## config.mk

```make
export PLATFORM = sky130hd
export DESIGN_NAME = eth_phy_10g_tx_if
export DESIGN_NICKNAME = d
export VERILOG_FILES = /design/src/rtl/eth_phy_10g_pkg.sv /design/src/rtl/eth_lfsr_unroll.sv /design/src/rtl/eth_phy_10g_tx_if.sv
export SDC_FILE = /design/constraint.sdc
export NUM_CORES = 1
export LEC_CHECK = 0
export ABC_CLOCK_PERIOD_IN_PS = 2000
export BUFFER_PORTS_ARGS = -buffer_cell sky130_fd_sc_hd__buf_4
export CAP_MARGIN = 25
export CORE_AREA = 2 2 76 150
export CTS_BUF_LIST = sky130_fd_sc_hd__clkbuf_4
export DETAILED_ROUTE_END_ITERATION = 10
export DIE_AREA = 0 0 78 152
export GPL_TIMING_DRIVEN = 0
export PLACE_DENSITY = 0.84
export SETUP_SLACK_MARGIN = 0.1
export SLEW_MARGIN = 15
export SYNTH_ARGS = -nofsm -noshare
export SYNTH_HDL_FRONTEND = slang
export SYNTH_HIERARCHICAL = 1
export SYNTH_SLANG_ARGS = --single-unit
export TNS_END_PERCENT = 20
```

## constraint.sdc

```tcl
create_clock -name clk -period 2 [get_ports clk]
set_clock_uncertainty 0.2 [all_clocks]
set_input_delay 0 -clock clk [delete_from_list [all_inputs] [get_ports clk]]
set_output_delay 0 -clock clk [all_outputs]
set_load 0.02 [all_outputs]
```

## src/rtl/eth_phy_10g_pkg.sv

```systemverilog
// Shared constants, types and helpers for the 10G BASE-R PHY transmit path.
package eth_phy_10g_pkg;

  localparam int BLOCK_W   = 64;
  localparam int SYNC_W    = 2;
  localparam int PRBS_BITS = BLOCK_W + SYNC_W;

  localparam logic [SYNC_W-1:0] SYNC_DATA = 2'b01;
  localparam logic [SYNC_W-1:0] SYNC_CTRL = 2'b10;

  localparam int SCR_W  = 58;
  localparam int PRBS_W = 31;

  localparam logic [SCR_W-1:0]  SCRAMBLER_SEED = {SCR_W{1'b1}};
  localparam logic [PRBS_W-1:0] PRBS31_SEED    = {PRBS_W{1'b1}};

  localparam int SCR_TAP_A  = 38;
  localparam int SCR_TAP_B  = 57;
  localparam int PRBS_TAP_A = 27;
  localparam int PRBS_TAP_B = 30;

  typedef enum logic {
    MODE_NORMAL = 1'b0,
    MODE_PRBS   = 1'b1
  } tx_mode_e;

  typedef struct packed {
    logic [BLOCK_W-1:0] data;
    logic [SYNC_W-1:0]  hdr;
    logic               bad;
  } tx_word_t;

  function automatic logic hdr_valid(input logic [SYNC_W-1:0] hdr);
    return (hdr == SYNC_DATA) || (hdr == SYNC_CTRL);
  endfunction

  function automatic logic [BLOCK_W-1:0] reverse_data(input logic [BLOCK_W-1:0] d);
    logic [BLOCK_W-1:0] r;
    for (int i = 0; i < BLOCK_W; i++) r[BLOCK_W-1-i] = d[i];
    return r;
  endfunction

endpackage

```

## src/rtl/eth_lfsr_unroll.sv

```systemverilog
// One clock's worth of a two-tap LFSR, unrolled over N_BITS serial steps.
// SELF_SYNC=1 feeds the output bit back (scrambler); 0 feeds the tap XOR back (generator).
module eth_lfsr_unroll
  import eth_phy_10g_pkg::*;
#(
  parameter int STATE_W   = SCR_W,
  parameter int TAP_A     = SCR_TAP_A,
  parameter int TAP_B     = SCR_TAP_B,
  parameter int N_BITS    = BLOCK_W,
  parameter bit SELF_SYNC = 1'b1
) (
  input  logic [STATE_W-1:0] state,
  input  logic [N_BITS-1:0]  data,
  output logic [N_BITS-1:0]  bits,
  output logic [STATE_W-1:0] next_state
);

  logic [STATE_W-1:0] s;
  logic               fb;

  // NOTE: blocking assignments here are deliberate: each loop iteration must see
  // the state left by the previous one, which builds the serial chain in logic.
  always_comb begin
    s    = state;
    fb   = 1'b0;
    bits = '0;
    for (int i = 0; i < N_BITS; i++) begin
      fb      = s[TAP_A] ^ s[TAP_B];
      bits[i] = data[i] ^ fb;
      s       = {s[STATE_W-2:0], SELF_SYNC ? bits[i] : fb};
    end
    next_state = s;
  end

endmodule

```

## src/rtl/eth_phy_10g_tx_if.sv

```systemverilog
// 10G BASE-R transmit SERDES interface: scrambles or replaces blocks with PRBS31,
// optionally bit-reverses, and registers them through a configurable pipeline.
module eth_phy_10g_tx_if
  import eth_phy_10g_pkg::*;
#(
  parameter int DATA_WIDTH        = 64,
  parameter int HDR_WIDTH         = 2,
  parameter int BIT_REVERSE       = 0,
  parameter int SCRAMBLER_DISABLE = 0,
  parameter int PRBS31_ENABLE     = 0,
  parameter int SERDES_PIPELINE   = 0
) (
  input  logic                  clk,
  input  logic                  rst_n,
  input  logic [DATA_WIDTH-1:0] encoded_tx_data,
  input  logic [HDR_WIDTH-1:0]  encoded_tx_hdr,
  output logic [DATA_WIDTH-1:0] serdes_tx_data,
  output logic [HDR_WIDTH-1:0]  serdes_tx_hdr,
  output logic                  tx_bad_hdr,
  output logic [7:0]            tx_bad_hdr_count,
  input  logic                  cfg_tx_prbs31_enable
);

  tx_mode_e             mode;
  logic [BLOCK_W-1:0]   scr_data;
  logic [PRBS_BITS-1:0] prbs_bits;
  tx_word_t             stage_in;
  tx_word_t             pipe [0:SERDES_PIPELINE];
  logic                 bad_to_out;

  assign mode = ((PRBS31_ENABLE != 0) && cfg_tx_prbs31_enable) ? MODE_PRBS : MODE_NORMAL;

  generate
    if (SCRAMBLER_DISABLE == 0) begin : g_scr
      logic [SCR_W-1:0] scr_state;
      logic [SCR_W-1:0] scr_next;

      eth_lfsr_unroll #(
        .STATE_W  (SCR_W),
        .TAP_A    (SCR_TAP_A),
        .TAP_B    (SCR_TAP_B),
        .N_BITS   (BLOCK_W),
        .SELF_SYNC(1'b1)
      ) u_scr (
        .state     (scr_state),
        .data      (encoded_tx_data),
        .bits      (scr_data),
        .next_state(scr_next)
      );

      // NOTE: sequential state uses non-blocking assignments so every register
      // samples pre-edge values regardless of block ordering.
      always_ff @(posedge clk) begin
        if (!rst_n)                   scr_state <= SCRAMBLER_SEED;
        else if (mode == MODE_NORMAL) scr_state <= scr_next;
      end
    end else begin : g_no_scr
      assign scr_data = encoded_tx_data;
    end

    if (PRBS31_ENABLE != 0) begin : g_prbs
      logic [PRBS_W-1:0] prbs_state;
      logic [PRBS_W-1:0] prbs_next;

      // Feeding all ones as data yields the inverted generator output directly.
      eth_lfsr_unroll #(
        .STATE_W  (PRBS_W),
        .TAP_A    (PRBS_TAP_A),
        .TAP_B    (PRBS_TAP_B),
        .N_BITS   (PRBS_BITS),
        .SELF_SYNC(1'b0)
      ) u_prbs (
        .state     (prbs_state),
        .data      ({PRBS_BITS{1'b1}}),
        .bits      (prbs_bits),
        .next_state(prbs_next)
      );

      always_ff @(posedge clk) begin
        if (!rst_n)                 prbs_state <= PRBS31_SEED;
        else if (mode == MODE_PRBS) prbs_state <= prbs_next;
      end
    end else begin : g_no_prbs
      assign prbs_bits = '0;
    end
  endgenerate

  always_comb begin
    stage_in = '0;
    if (mode == MODE_PRBS) begin
      stage_in.data = prbs_bits[PRBS_BITS-1:SYNC_W];
      stage_in.hdr  = prbs_bits[SYNC_W-1:0];
    end else begin
      stage_in.data = scr_data;
      stage_in.hdr  = encoded_tx_hdr;
      stage_in.bad  = !hdr_valid(encoded_tx_hdr);
    end
    if (BIT_REVERSE != 0) begin
      stage_in.data = reverse_data(stage_in.data);
      stage_in.hdr  = {stage_in.hdr[0], stage_in.hdr[1]};
    end
  end

  // NOTE: the pipeline is a handful of flops, not a RAM, so every stage is reset;
  // this keeps outputs at their reset values until the first real block arrives.
  always_ff @(posedge clk) begin
    if (!rst_n) begin
      for (int i = 0; i <= SERDES_PIPELINE; i++) pipe[i] <= '0;
    end else begin
      pipe[0] <= stage_in;
      for (int i = 1; i <= SERDES_PIPELINE; i++) pipe[i] <= pipe[i-1];
    end
  end

  // The counter looks one stage ahead so it changes together with the visible pulse.
  generate
    if (SERDES_PIPELINE == 0) begin : g_cnt_direct
      assign bad_to_out = stage_in.bad;
    end else begin : g_cnt_piped
      assign bad_to_out = pipe[SERDES_PIPELINE-1].bad;
    end
  endgenerate

  always_ff @(posedge clk) begin
    if (!rst_n)                                       tx_bad_hdr_count <= '0;
    else if (bad_to_out && (tx_bad_hdr_count != 8'hFF)) tx_bad_hdr_count <= tx_bad_hdr_count + 8'd1;
  end

  assign serdes_tx_data = pipe[SERDES_PIPELINE].data;
  assign serdes_tx_hdr  = pipe[SERDES_PIPELINE].hdr;
  assign tx_bad_hdr     = pipe[SERDES_PIPELINE].bad;

endmodule

```

==> results of run 1 <==
## cell type report
type | count | area, um^2
plain buffers | 73 | 494
well taps | 140 | 175
repair buffers | 208 | 1730
inverters | 3 | 11.3
fillers | 712 | 2860
multi-input cells | 279 | 2600
clock buffers | 19 | 143
flip-flops and latches | 133 | 2660
clock inverters | 13 | 134
diodes | 1 | 2.50
## metal layers
layer	share of wire (%)	wire length (um)	global-route usage, %	vias up
met5	0	0	0	-
met4	4.3	633	13.8	0
met1	35	5180	25.1	1951
li1	-	-	-	1932
met3	3.6	539	6.06	39
met2	57	8530	50.1	132
## power breakdown
| group | switching, mW | internal (mW) | total (mW) | leakage (nW) |
|---|---|---|---|---|
| Combinational | 2.92 | 5.06 | 7.98 | 2.43 |
| Clock | 0.985 | 0.764 | 1.75 | 0.148 |
| Sequential | 0.797 | 3.83 | 4.63 | 1.11 |
## critical path, stage by stage (launching register included)
cell      delay [ns]
dfxtp_1         0.36
xnor2_1         0.44
xor3_1          0.43
buf_4           0.14
nand2b_1        0.14
## path summary, 6_finish.rpt
check,start,to,slack [ns],depth (start not counted)
worst min register to register,tx_bad_hdr_count[1],tx_bad_hdr_count[1],0.33,2
worst max register to register,g_scr.scr_state[16],g_scr.scr_state[2],0.15,4
worst min-delay path,encoded_tx_hdr[1],pipe[0][2],0.06,3
worst max-delay path,g_scr.scr_state[16],g_scr.scr_state[2],0.15,4
## Yosys cell counts (2+ instances only)
master,instances,share of area [%]
dfxtp_1,133,46
and2_1,66,7.2
xnor2_1,60,9.1
nand2b_1,59,6.4
buf_4,58,7.5
xnor2_2,20,5.6
xnor3_1,19,7.4
xor2_1,19,2.9
clkbuf_1,11,0.72
xor3_1,6,2.5
nand2_1,5,0.33
inv_1,3,0.20
nand3_1,3,0.26
nor2_1,3,0.20
and2_2,2,0.26
buf_1,2,0.13
o21ai_0,2,0.17
o311a_1,2,0.35
## logic make-up (layout without fill, tap and decap cells)
kind of cell / after synthesis / count (layout)
simple gates: 142 / 142
flops: 133 / 133
xor+xnor: 124 / 124
buf+inv: 76 / 316
compound gates: 11 / 11
fa+ha+maj: 1 / 1
mux: 1 / 1
other cells: 0 / 1
## registers in the layout (all words and copies together) (netlist names)
name / cells
g_scr.scr_state: 58
pipe: 67
tx_bad_hdr_count: 8
==> run_results.csv, run 1 <==
group,metric,value,unit
status,status,"completed",
sta,slew_headroom,50.8,%
yosys,synth_edf_count,0,
route,avgViaCountPerCell,4.67,
floorplan,ios,144,
place,dp.cells,769,
worst_setup_path,critical_path_class,"register to register",
cts,cts_tree,"yes",
finish,final_cell_area,0.00795,mm^2
route,vias,4054,
sta,setup_tns,0,ns
cts,cts_buffers,17,
place,pre_cts_slack,0.177,ns
worst_setup_path,path_max_fanout,2,
finish,area_growth_syn_to_layout,37.8,%
place,finalWeightedCongestion,0.843,
yosys,synth-seq-cells,133,
power_and_ir_drop,ir_worst_vdd,1.05,mV
floorplan,fp.dieW,78,um
global_routing,grt_pass1_vias,4560,
global_routing,grt-ovfl-total,0,
global_routing,grt_use_total,26.3,%
finish,post-route-util,73.6,%
finish,final_nets,785,
yosys,synth_xor_area_share,27.5,%
finish,layout_commonest_cell,"buf_4",
sta,worstMarginPinSlew,0.738,ns
yosys,syn_nets,558,
sta,final-setup-viol-count,0,
flow_run,max_cap_viol_count,0,
floorplan,initial_utilization,53.4,%
floorplan,fp.dieH,152,um
place,placedInstanceArea,0.00700,mm^2
route,dr.pass1.iters,4,
global_routing,grt_pass1_wl,23.2,mm
global_routing,grt_max_degree,17,
cts,cts_root_buf,"clkbuf_4",
yosys,synthAdderAreaFrac,0.217,%
min_path,hold_path.class,"input pin to register",
cts,clk_latency,0.54,ns
worst_setup_path,required,2.20,ns
yosys,synthMuxAreaShare,0.173,%
sta,hold_ws,0.0586,ns
cts,path_clk_slew,0.12,ns
yosys,syn_area,0.00577,mm^2
sta,max_freq,541,MHz
cts,cts.sinks,133,
floorplan,dieArea,0.0119,mm^2
sta,fin_ws,0.152,ns
cts,ctsHoldBuffers,67,
route,routed_wl,14.9,mm
yosys,avgSynthCellArea,11.8,um^2
finish,final_cell_mix,"buf_4, dfxtp_1, dlygate4sd3_1, and2_1, xnor2_1",
floorplan,core,0.0108,mm^2
sta,period_minus_slack,1.85,ns
cts,clk_path_buf_depth,2,
worst_setup_path,startpoint_type,"register",
route,drtAntennaViolNets,0,
power_and_ir_drop,power_density,1810,mW/mm^2
finish,stdcell_count,869,
yosys,yosysWarnings,6,
yosys,ys_seq_area_share,46.1,%
power_and_ir_drop,power,14.4,mW
place,portBuffers,141,
floorplan,rows,54,
yosys,yosysUniqueCellTypes,33,
yosys,syn_inst,488,
yosys,synth-main-ff-cell,"dfxtp_1",
finish,drive_gt1_share,35.7,%
yosys,yosys.area_share.simple,15.5,%
place,place_hpwl,10.0,mm
route,dr.first_iter.drc_count,149,
cts,postCtsResizedCells,0,
worst_setup_path,end_kind,"register",
power_and_ir_drop,p_leak,3.69,nW
yosys,synth_compound_area_share,1.71,%
cts,htreeDepth,4,
sta,rsz0062_at_grt,"false",
sta,drv_slew,0,
sta,fin_crit_sh,92.4,%
yosys,synth_top_family_by_area,"XOR/XNOR gates",
worst_setup_path,cp_data_arrival_time,2.04,ns
yosys,async_flop_share,0,%
global_routing,grt_antenna_before_repair,1,
route,drt-wirelength-per-cell,17.1,um
route,drc,0,
cts,cts_setup_buffers,0,
sta,final_hold_viol_count,0,
Power figures use the tool's default switching activity.
==> run 2, diff against run 1 <==
- ABC_CLOCK_PERIOD_IN_PS: 2000 -> 2280
- CORE_AREA: 2 2 76 150 -> 2 2 73 145
- DIE_AREA: 0 0 78 152 -> 0 0 75 147
- PLACE_DENSITY: 0.84 -> 0.89
- clock period: 2 -> 2.28 ns (I/O delays scaled with it)
==> run 2 against run 1 <==
Against the previous run:
- clock power rose by 5%
- combinational power fell by 8.3%
- sequential share of layout area fell by 0.57 points
- non-clock buffer count rose by 7
- clock-buffer cell count fell by 2
- via count fell by 0.89%
- first-iteration DRC count fell by 3.4%
- cell count rose by 0.12%
- fmax fell by 16%
- worst setup slack got worse by 0.083 ns
- flip-flop and latch count did not move
- die area fell by 7.0%
==> run_results.csv, run 2 (synthesis gave the netlist of run 1 again) <==
group,metric,value,unit
cts,clk_path_buf_depth,2,
worst_setup_path,critical_path_depth,5,
flow_run,max_cap_viol_count,0,
global_routing,grt_use_total,27.8,%
route,dr.first_iter.drc_count,144,
finish,final_nets,792,
power_and_ir_drop,ir_worst_vdd,1.07,mV
worst_setup_path,crit_family,"buffers and inverters",
power_and_ir_drop,p_leak,3.76,nW
floorplan,core,0.00995,mm^2
sta,final-setup-viol-count,0,
sta,hold_ws,0.0689,ns
worst_setup_path,startpoint_type,"register",
worst_setup_path,critical-path-max-stage-delay,0.60,ns
min_path,hold_path.class,"input pin to register",
finish,top_register,"pipe",
finish,final_cell_mix,"buf_4, dfxtp_1, dlygate4sd3_1, and2_1, nand2b_1",
route,vias,4018,
status,status,"completed",
cts,cts.sinks,133,
worst_setup_path,cpMaxStageDelayCell,"dlygate4sd3_1",
floorplan,dieArea,0.0110,mm^2
power_and_ir_drop,intPower,8.91,mW
place,place_hpwl,9.13,mm
global_routing,grt_max_degree,17,
worst_setup_path,cp_cell_sequence,"xnor2_2 > xnor3_1 > dlygate4sd3_1 > buf_4 > nand2b_1",
place,placedInstanceArea,0.00700,mm^2
route,drt-wirelength-per-cell,16.8,um
worst_setup_path,reg2reg_depth,5,
global_routing,grt_pass1_wl,22.2,mm
sta,worstMarginPinSlew,0.648,ns
cts,cts_root_buf,"clkbuf_4",
finish,top_regs,"pipe x67, g_scr.scr_state x58, tx_bad_hdr_count x8",
sta,fin_ws,0.0690,ns
worst_setup_path,critical_path_class,"register to register",
worst_setup_path,path_max_fanout,2,
route,avgViaCountPerCell,4.62,
place,finalWeightedCongestion,0.833,
sta,max_freq,452,MHz
floorplan,fp.dieH,147,um
sta,period_minus_slack,2.21,ns
route,drc,0,
worst_setup_path,cp-startpoint,"g_scr.scr_state[25]",
floorplan,fp.dieW,75,um
finish,drive_gt1_share,35.4,%
global_routing,grt_antenna_before_repair,0,
finish,area_growth_syn_to_layout,40.2,%
floorplan,initial_utilization,58.0,%
global_routing,grt-ovfl-total,0,
sta,slew_headroom,56.8,%
sta,rsz0062_at_grt,"true",
finish,largest_reg_flops,67,
sta,drv_slew,0,
power_and_ir_drop,switching_power,4.28,mW
cts,htreeDepth,4,
power_and_ir_drop,power_density,1630,mW/mm^2
power_and_ir_drop,power_frac_clock,14.0,%
sta,final_hold_viol_count,0,
cts,cts_buffers,17,
worst_setup_path,cp_data_arrival_time,2.41,ns
finish,n_antenna_cell,0,
floorplan,rows,52,
route,routed_wl,14.7,mm
global_routing,grt_pass1_vias,4487,
cts,clk_latency,0.54,ns
place,portBuffers,141,
finish,layout_commonest_cell,"buf_4",
power_and_ir_drop,switching_share,32.4,%
worst_setup_path,cp-endpoint,"g_scr.scr_state[11]",
sta,fin_crit_sh,97.0,%
sta,setup_tns,0,ns
worst_setup_path,critical_path_buf_inv_count,2,
route,dr.pass1.iters,4,
route,drtAntennaViolNets,0,
worst_setup_path,r2r-end,"g_scr.scr_state[11]",
worst_setup_path,end_kind,"register",
cts,cts_tree,"yes",
cts,path_clk_slew,0.11,ns
floorplan,ios,144,
worst_setup_path,r2r_start,"g_scr.scr_state[25]",
worst_setup_path,r2r_slack,0.07,ns
place,pre_cts_slack,0.482,ns
finish,final_cell_area,0.00809,mm^2
worst_setup_path,required,2.48,ns
power_and_ir_drop,combPwrFrac,55.5,%
power_and_ir_drop,pwr-share-seq,30.5,%
-- run 2: power by group through the flow --
stage                     logic [mW]  registers [mW]  clock network (mW)
after floorplan                 4.60            4.59                   0
after global placement          6.70            4.00                   0
after detailed placement        6.82            4.02                   0
after CTS                       7.12            3.99                1.85
after global routing            7.74            4.11                1.94
final                           7.32            4.03                1.84
-- run 2: how the worst min path moves through the flow --
stage | cells past startpoint | slack, ns | end | from
floorplan | 1 | -0.08 | pipe[0][1] | encoded_tx_hdr[0]
global placement | 2 | 0.03 | pipe[0][1] | encoded_tx_hdr[0]
detailed placement | 2 | 0.04 | pipe[0][1] | encoded_tx_hdr[0]
CTS | 3 | 0.03 | pipe[0][2] | encoded_tx_hdr[1]
global route | 3 | 0.07 | pipe[0][2] | encoded_tx_hdr[1]
finish | 3 | 0.07 | pipe[0][2] | encoded_tx_hdr[1]
-- run 2: worst min-delay path: cells and delay by family --
family                 cells  cell delay (ns)
AND/OR/NAND/NOR            1             0.12
buffers and inverters      2             0.67
-- run 2: cell type report --
type,instances,area (um^2)
inverters,3,11.3
plain buffers,73,494
multi-input cells,279,2620
flip-flops and latches,133,2660
repair buffers,215,1800
fillers,536,1860
well taps,135,169
clock buffers,17,128
clock inverters,15,211
-- run 2: layer usage --
metal,global-route usage [%],vias up,share of wire [%]
met5,0,-,0
met2,49.8,175,54
met1,29.3,1871,37
met3,6.65,36,5.6
li1,-,1936,-
met4,12.6,0,3.0
-- run 2: through the flow --
step / total power [mW] / util, % / instances
floorplan: 9.19 / - / 488
global placement: 10.7 / 70.3 / 764
detailed placement: 10.8 / 70.3 / 764
CTS: 13.0 / 81.1 / 870
global route: 13.8 / 81.3 / 870
finish: 13.2 / 81.3 / 870
-- run 2: timing repair --
item                                    CTS  global route
setup buffers                             0             0
endpoints found under the setup margin    0             4
resized for setup                         0             2
hold buffers                             74             0
endpoints found under the hold margin   133             0
